## src/rtl/softmax_seq_ctrl.sv

```systemverilog
// rtl/softmax_seq_ctrl.sv - sequential softmax controller sharing one exp-LUT read port and one divider
//
// Takes one packed logit vector, looks every row up in an external synchronous
// exp-LUT, accumulates the exponentials, then normalises each row through an
// external multi-cycle divider. The normalised vector is returned through a
// valid/ready handshake. Only one vector is in flight at a time.
//
// Ports:
//   clk, rst_n            clock (rising edge) and asynchronous active-low reset
//   in_valid/in_ready     logit vector handshake
//   in_data               packed logits, row m at [(ROWS-m-1)*DATAWIDTH +: DATAWIDTH]
//   lut_addr/lut_rd       exp-LUT read request (data returns one cycle later)
//   lut_data              exp-LUT read data
//   div_start             one-cycle pulse launching a divide
//   div_num/div_den       divide operands, held stable until div_done
//   div_done/div_quot     divide completion pulse and quotient
//   out_valid/out_ready   result vector handshake
//   out_data              packed normalised result, same row ordering as in_data
//   sat_flag              the held result was normalised by a saturated sum
//   busy                  controller is not idle

module softmax_seq_ctrl #(
    parameter int DATAWIDTH = 11,
    parameter int ROWS      = 10,
    parameter int LUT_WIDTH = 22
) (
    input  logic                           clk,
    input  logic                           rst_n,
    input  logic                           in_valid,
    output logic                           in_ready,
    input  logic [ROWS*DATAWIDTH-1:0]      in_data,
    output logic [DATAWIDTH-1:0]           lut_addr,
    output logic                           lut_rd,
    input  logic [LUT_WIDTH-1:0]           lut_data,
    output logic                           div_start,
    output logic [LUT_WIDTH+DATAWIDTH-1:0] div_num,
    output logic [LUT_WIDTH+4:0]           div_den,
    input  logic                           div_done,
    input  logic [LUT_WIDTH+DATAWIDTH-1:0] div_quot,
    output logic                           out_valid,
    input  logic                           out_ready,
    output logic [ROWS*DATAWIDTH-1:0]      out_data,
    output logic                           sat_flag,
    output logic                           busy
);

    localparam int SW = LUT_WIDTH + 5;        // sum width
    localparam int NW = LUT_WIDTH + DATAWIDTH; // numerator / quotient width
    localparam int CW = $clog2(ROWS + 1);     // row counter must reach ROWS in LOOKUP

    typedef enum logic [2:0] {
        S_IDLE,
        S_LOOKUP,
        S_FIXUP,
        S_DIV_ISSUE,
        S_DIV_WAIT,
        S_DONE
    } state_t;

    state_t                 state;
    logic [CW-1:0]          idx;
    logic [CW-1:0]          idx_inc;
    logic [SW-1:0]          sum_q;
    logic [SW-1:0]          sum_fix;
    logic                   sat_next;
    logic [DATAWIDTH-1:0]   in_rows  [ROWS];
    logic [DATAWIDTH-1:0]   logit_q  [ROWS];
    logic [LUT_WIDTH-1:0]   exp_q    [ROWS];
    logic [DATAWIDTH-1:0]   out_q    [ROWS];
    logic                   unused_quot;

    // Row m lives at the top end of the packed bus, so row 0 is the MSB slice.
    for (genvar g = 0; g < ROWS; g++) begin : g_rows
        assign in_rows[g] = in_data[(ROWS-g-1)*DATAWIDTH +: DATAWIDTH];
        assign out_data[(ROWS-g-1)*DATAWIDTH +: DATAWIDTH] = out_q[g];
    end

    assign idx_inc = idx + CW'(1);

    // Only the integer-plus-fraction window of the quotient is kept.
    assign unused_quot = ^{div_quot[NW-1:LUT_WIDTH], div_quot[LUT_WIDTH-DATAWIDTH-1:0]};

    // A zero sum would make every divide undefined, so it is forced to 1.
    // A sum reaching the top bit is clamped so the divisor stays in range.
    always_comb begin
        sum_fix  = sum_q;
        sat_next = 1'b0;
        if (sum_q == '0) begin
            sum_fix = SW'(1);
        end else if (sum_q[SW-1]) begin
            sum_fix  = {1'b0, {(SW-1){1'b1}}};
            sat_next = 1'b1;
        end
    end

    always_ff @(posedge clk or negedge rst_n) begin
        if (!rst_n) begin
            state     <= S_IDLE;
            idx       <= '0;
            sum_q     <= '0;
            in_ready  <= 1'b1;
            lut_addr  <= '0;
            lut_rd    <= 1'b0;
            div_start <= 1'b0;
            div_num   <= '0;
            div_den   <= '0;
            out_valid <= 1'b0;
            sat_flag  <= 1'b0;
            busy      <= 1'b0;
            for (int i = 0; i < ROWS; i++) begin
                logit_q[i] <= '0;
                exp_q[i]   <= '0;
                out_q[i]   <= '0;
            end
        end else begin
            div_start <= 1'b0;
            case (state)
                S_IDLE: begin
                    if (in_valid && in_ready) begin
                        logit_q  <= in_rows;
                        sum_q    <= '0;
                        sat_flag <= 1'b0;
                        idx      <= '0;
                        lut_rd   <= 1'b1;
                        lut_addr <= in_rows[0];
                        in_ready <= 1'b0;
                        busy     <= 1'b1;
                        state    <= S_LOOKUP;
                    end
                end

                // Cycle idx issues the read for row idx and captures the
                // data requested in cycle idx-1; one extra cycle drains.
                S_LOOKUP: begin
                    if (idx != '0) begin
                        exp_q[idx - CW'(1)] <= lut_data;
                        sum_q               <= sum_q + SW'(lut_data);
                    end
                    if (idx < CW'(ROWS - 1)) begin
                        lut_rd   <= 1'b1;
                        lut_addr <= logit_q[idx_inc];
                    end else begin
                        lut_rd <= 1'b0;
                    end
                    if (idx == CW'(ROWS)) begin
                        idx   <= '0;
                        state <= S_FIXUP;
                    end else begin
                        idx <= idx_inc;
                    end
                end

                // Operands for row 0 are loaded together with the pulse so
                // they are already valid in the cycle div_start is high.
                S_FIXUP: begin
                    sum_q     <= sum_fix;
                    sat_flag  <= sat_next;
                    div_num   <= {exp_q[0], {DATAWIDTH{1'b0}}};
                    div_den   <= sum_fix;
                    div_start <= 1'b1;
                    idx       <= '0;
                    state     <= S_DIV_ISSUE;
                end

                S_DIV_ISSUE: begin
                    state <= S_DIV_WAIT;
                end

                S_DIV_WAIT: begin
                    if (div_done) begin
                        out_q[idx] <= div_quot[LUT_WIDTH-1 -: DATAWIDTH];
                        if (idx == CW'(ROWS - 1)) begin
                            out_valid <= 1'b1;
                            state     <= S_DONE;
                        end else begin
                            idx       <= idx_inc;
                            div_num   <= {exp_q[idx_inc], {DATAWIDTH{1'b0}}};
                            div_start <= 1'b1;
                            state     <= S_DIV_ISSUE;
                        end
                    end
                end

                S_DONE: begin
                    if (out_ready) begin
                        out_valid <= 1'b0;
                        in_ready  <= 1'b1;
                        busy      <= 1'b0;
                        state     <= S_IDLE;
                    end
                end

                default: begin
                    state <= S_IDLE;
                end
            endcase
        end
    end

endmodule
```

## config.mk

```make
export PLATFORM = sky130hd
export DESIGN_NAME = softmax_seq_ctrl
export DESIGN_NICKNAME = d
export VERILOG_FILES = /design/src/rtl/softmax_seq_ctrl.sv
export SDC_FILE = /design/constraint.sdc
export NUM_CORES = 1
export LEC_CHECK = 0
export BUFFER_PORTS_ARGS = -buffer_cell sky130_fd_sc_hd__buf_2
export CELL_PAD_IN_SITES_DETAIL_PLACEMENT = 1
export CELL_PAD_IN_SITES_GLOBAL_PLACEMENT = 2
export CORE_MARGIN = 3
export CORE_UTILIZATION = 43
export CTS_CLUSTER_DIAMETER = 150
export DETAILED_ROUTE_END_ITERATION = 16
export PLACE_DENSITY = 0.91
export SETUP_SLACK_MARGIN = 0.1
export SYNTH_ARGS = -nofsm -noshare
export SYNTH_HDL_FRONTEND = slang
export SYNTH_SLANG_ARGS = --single-unit
```

## constraint.sdc

```tcl
create_clock -name clk -period 9.8 [get_ports clk]
set_input_delay 0.49 -clock clk [delete_from_list [all_inputs] [get_ports clk]]
set_output_delay 0.49 -clock clk [all_outputs]
set_load 0.005 [all_outputs]
```

==> results.json <==
{
  "status": "finished clean",
  "rows": 87,
  "r2r_slack_ns": 6.14,
  "vias_per_cell": 5.62,
  "io_pins": 357,
  "vias": 16338,
  "grt_max_degree": 189,
  "reg2reg_from": "idx[0]",
  "cellInternalPower_w": 0.00580,
  "synth_async_sr_flop_share_pct": 100,
  "crit_path_start_kind": "flip-flop",
  "synth_edf_count": 0,
  "yosysTopAreaCell": "dfrtp_1",
  "die_h_um": 246,
  "total_power_w": 0.00864,
  "hold_path.class": "input port to flip-flop",
  "clkSinkCount": 539,
  "worstSetupPathType": "flip-flop to flip-flop",
  "finalSetupViolations": 0,
  "cp_max_fo": 44,
  "globalplace.congestion": 0.817,
  "final_cell_area_um2": 28900,
  "nNetsFinal": 2300,
  "fin_setup_tns_ns": 0,
  "core_um2": 56600,
  "post-route-util_pct": 51.1,
  "htree_levels": 2,
  "reg2reg_depth": 8,
  "hold_viol": 0,
  "final_common_cell": "dfrtp_1",
  "drv_cap": 0,
  "ys_seq_area_share_pct": 54.6,
  "area_growth_pct": 16.9,
  "cpMostUsedCell": "o21ai_0",
  "clkPwrFrac_pct": 26.8,
  "gr-total-overflow": 0,
  "fin_skew_ns": 0.0161,
  "p_switching_w": 0.00284,
  "first_iter_violations": 917,
  "min_to": "logit_q[47]",
  "drc": 0,
  "postRouteWirelength_mm": 72.1,
  "hold_depth": 2,
  "ys_ff_latch": 539,
  "yosys_warnings": 0,
  "worstPathCellList": "inv_1 > ha_4 > buf_4 > mux4_2 > mux2i_1 > o221ai_1 > o21ai_0 > o21ai_0",
  "yosys_most_used_dff": "dfrtp_1",
  "wl_per_cell_um": 24.8,
  "clkLatencyLatePin_ns": 0.61,
  "tightest_slew_ns": 1.10,
  "max_slew_margin_pct": 26.4,
  "place_area_um2": 26900,
  "cts_buffers": 59,
  "rsz0062_at_grt": "no",
  "syn_area_um2": 24700,
  "antenna_found_initial": 12,
  "die_x_um": 246,
  "cts_root_buf": "clkbuf_16",
  "place_hpwl_mm": 45.9,
  "irDropWorstVdd_mv": 0.174,
  "floorplan.initialDensity_pct": 43.7,
  "layout_common_cells": "dfrtp_1, mux2_2, buf_2",
  "grt_usage_pct": 23.8,
  "r2r-end": "div_num[32]",
  "ctsResizeCount": 0,
  "ant_nets": 0,
  "die_area_um2": 60400,
  "end_kind": "flip-flop",
  "tritoncts": "built",
  "synthDistinctLibCells": 60,
  "holdWs_ns": 0.111,
  "switching_share_pct": 32.9,
  "clock_path_buffers": 3,
  "cp_data_arrival_time_ns": 4.09,
  "max_stage_delay_ns": 0.73,
  "synth_top_area_share_pct": 54.5,
  "path_delay_family": "buffers and inverters",
  "post-route-min-period_ns": 3.66,
  "first_pass_iters": 5,
  "drv_slew": 0,
  "grt_pass1_wl_mm": 111,
  "avgSynthCellArea_um2": 13.4,
  "cp_data_required_time_ns": 10.24,
  "grt_pass1_vias": 18650,
  "combPwrFrac_pct": 32.6,
  "layout-drive-gt1-share_pct": 44.5,
  "netlist_instances": 1841,
  "clk_pin_slew_worst_paths_ns": 0.06,
  "hp-start": "in_data[47]",
  "max_clock_freq_mhz": 274,
  "critPathSlowestCell": "dfrtp_4",
  "yosys-top-cells-area": "dfrtp_1, mux2_2, mux4_2",
  "fin_crit_sh_pct": 37.3,
  "power.leakage_nw": 13.8,
  "crit_buf_inv": 2,
  "power_frac_seq_pct": 40.6,
  "portBuffers": 322,
  "p_per_area_nw_per_um2": 299
}
[worst max-delay path by stage]
stage | start | endpoint | slack (ns) | cells past startpoint
after floorplan | idx[0] | div_num[19] | 6.24 | 13
after global placement | idx[0] | div_num[12] | 6.22 | 8
after detailed placement | idx[0] | div_num[32] | 6.20 | 8
after CTS | idx[0] | div_num[13] | 6.18 | 8
after global routing | idx[0] | sum_q[24] | 5.89 | 11
final | idx[0] | div_num[32] | 6.14 | 8
[worst reg2reg max path: cells and delay by family, from the launching register on]
kind | cells | cell delay, ns
flops | 1 | 0.73
buf+inv | 2 | 0.92
compound gates | 3 | 0.56
mux | 2 | 0.63
fa+ha+maj | 1 | 0.64
[layout make-up]
type	count	area, um2
fillers	5751	27700
flip-flops and latches	539	13500
multi-input cells	1142	10600
repair buffers	349	1850
clock buffers	87	1700
well taps	756	946
clock inverters	21	302
inverters	9	33.8
diodes	6	15.0
[power by group through the flow]
stage / clock network (W) / registers (W) / logic [W]
2_1_floorplan: 0 / 0.00334 / 0.00200
3_3_place_gp: 0 / 0.00344 / 0.00269
3_5_place_dp: 0 / 0.00353 / 0.00282
4_1_cts: 0.00236 / 0.00351 / 0.00286
5_1_grt: 0.00245 / 0.00360 / 0.00309
6_report: 0.00231 / 0.00351 / 0.00282
[layer usage]
metal	vias to the layer above	wire length [um]	track usage, %
li1	7181	-	-
met1	8600	28400	28.0
met2	408	37200	42.4
met3	135	4670	6.47
met4	14	1840	6.93
met5	-	77	0
[registers in the layout (all words and copies together), names as in the netlist]
register   cells
idx            4
sat_flag       1
in_ready       1
exp_q        220
sum_q         27
lut_rd         1
busy           1
logit_q      110
out_valid      1
out_data     110
div_den       26
lut_addr      11
div_start      1
div_num       22
state          3
[cells in the mapped netlist (2+ instances only)]
| master | number |
|---|---|
| buf_4 | 28 |
| o21ai_0 | 108 |
| nand4_1 | 4 |
| mux2i_1 | 67 |
| dfrtp_1 | 538 |
| nor2b_1 | 7 |
| nand3_1 | 15 |
| xnor2_1 | 13 |
| a211oi_1 | 2 |
| and2_1 | 13 |
| o21bai_1 | 3 |
| o22a_1 | 2 |
| and3_1 | 15 |
| a311oi_2 | 2 |
| nand3b_1 | 2 |
| ha_1 | 29 |
| nor3_1 | 7 |
| buf_2 | 26 |
| inv_1 | 9 |
| a21o_1 | 14 |
| or2_2 | 2 |
| nand2_1 | 116 |
| a41oi_1 | 4 |
| o22ai_1 | 2 |
| xor2_1 | 10 |
| mux2_2 | 429 |
| nand2b_1 | 11 |
| nor4_1 | 7 |
| a21oi_1 | 36 |
| nor2_1 | 35 |
| o21ai_1 | 26 |
| o211ai_1 | 4 |
| a31oi_1 | 5 |
| buf_1 | 44 |
| mux4_2 | 66 |
| clkbuf_1 | 64 |
| o21a_1 | 7 |
| a211o_1 | 2 |
| a31o_1 | 2 |
| mux2_1 | 11 |
| o221ai_1 | 33 |
| nor4b_1 | 2 |
| nor3b_1 | 2 |
[timing repair]
action,CTS,global route
hold buffers,1,0
buffers inserted,0,0
hold endpoints to repair,97,0
[per-stage QoR]
step / instances / setup WS [ns]
finish: 2909 / 6.14
global route: 2905 / 5.89
CTS: 2903 / 6.18
detailed placement: 2794 / 6.20
global placement: 2794 / 6.22
floorplan: 1852 / 6.24
[cell families (layout without fill, tap and decap cells)]
logic type | Yosys count | after routing | synth area share, %
compound gates | 262 | 262 | 6.59
xor+xnor | 23 | 23 | 0.815
fa+ha+maj | 30 | 30 | 1.55
buf+inv | 171 | 466 | 3.15
flops | 539 | 539 | 54.6
mux | 573 | 573 | 28.8
other cells | 1 | 18 | 0.0152
simple gates | 242 | 242 | 4.54
Power figures use the tool's default switching activity.
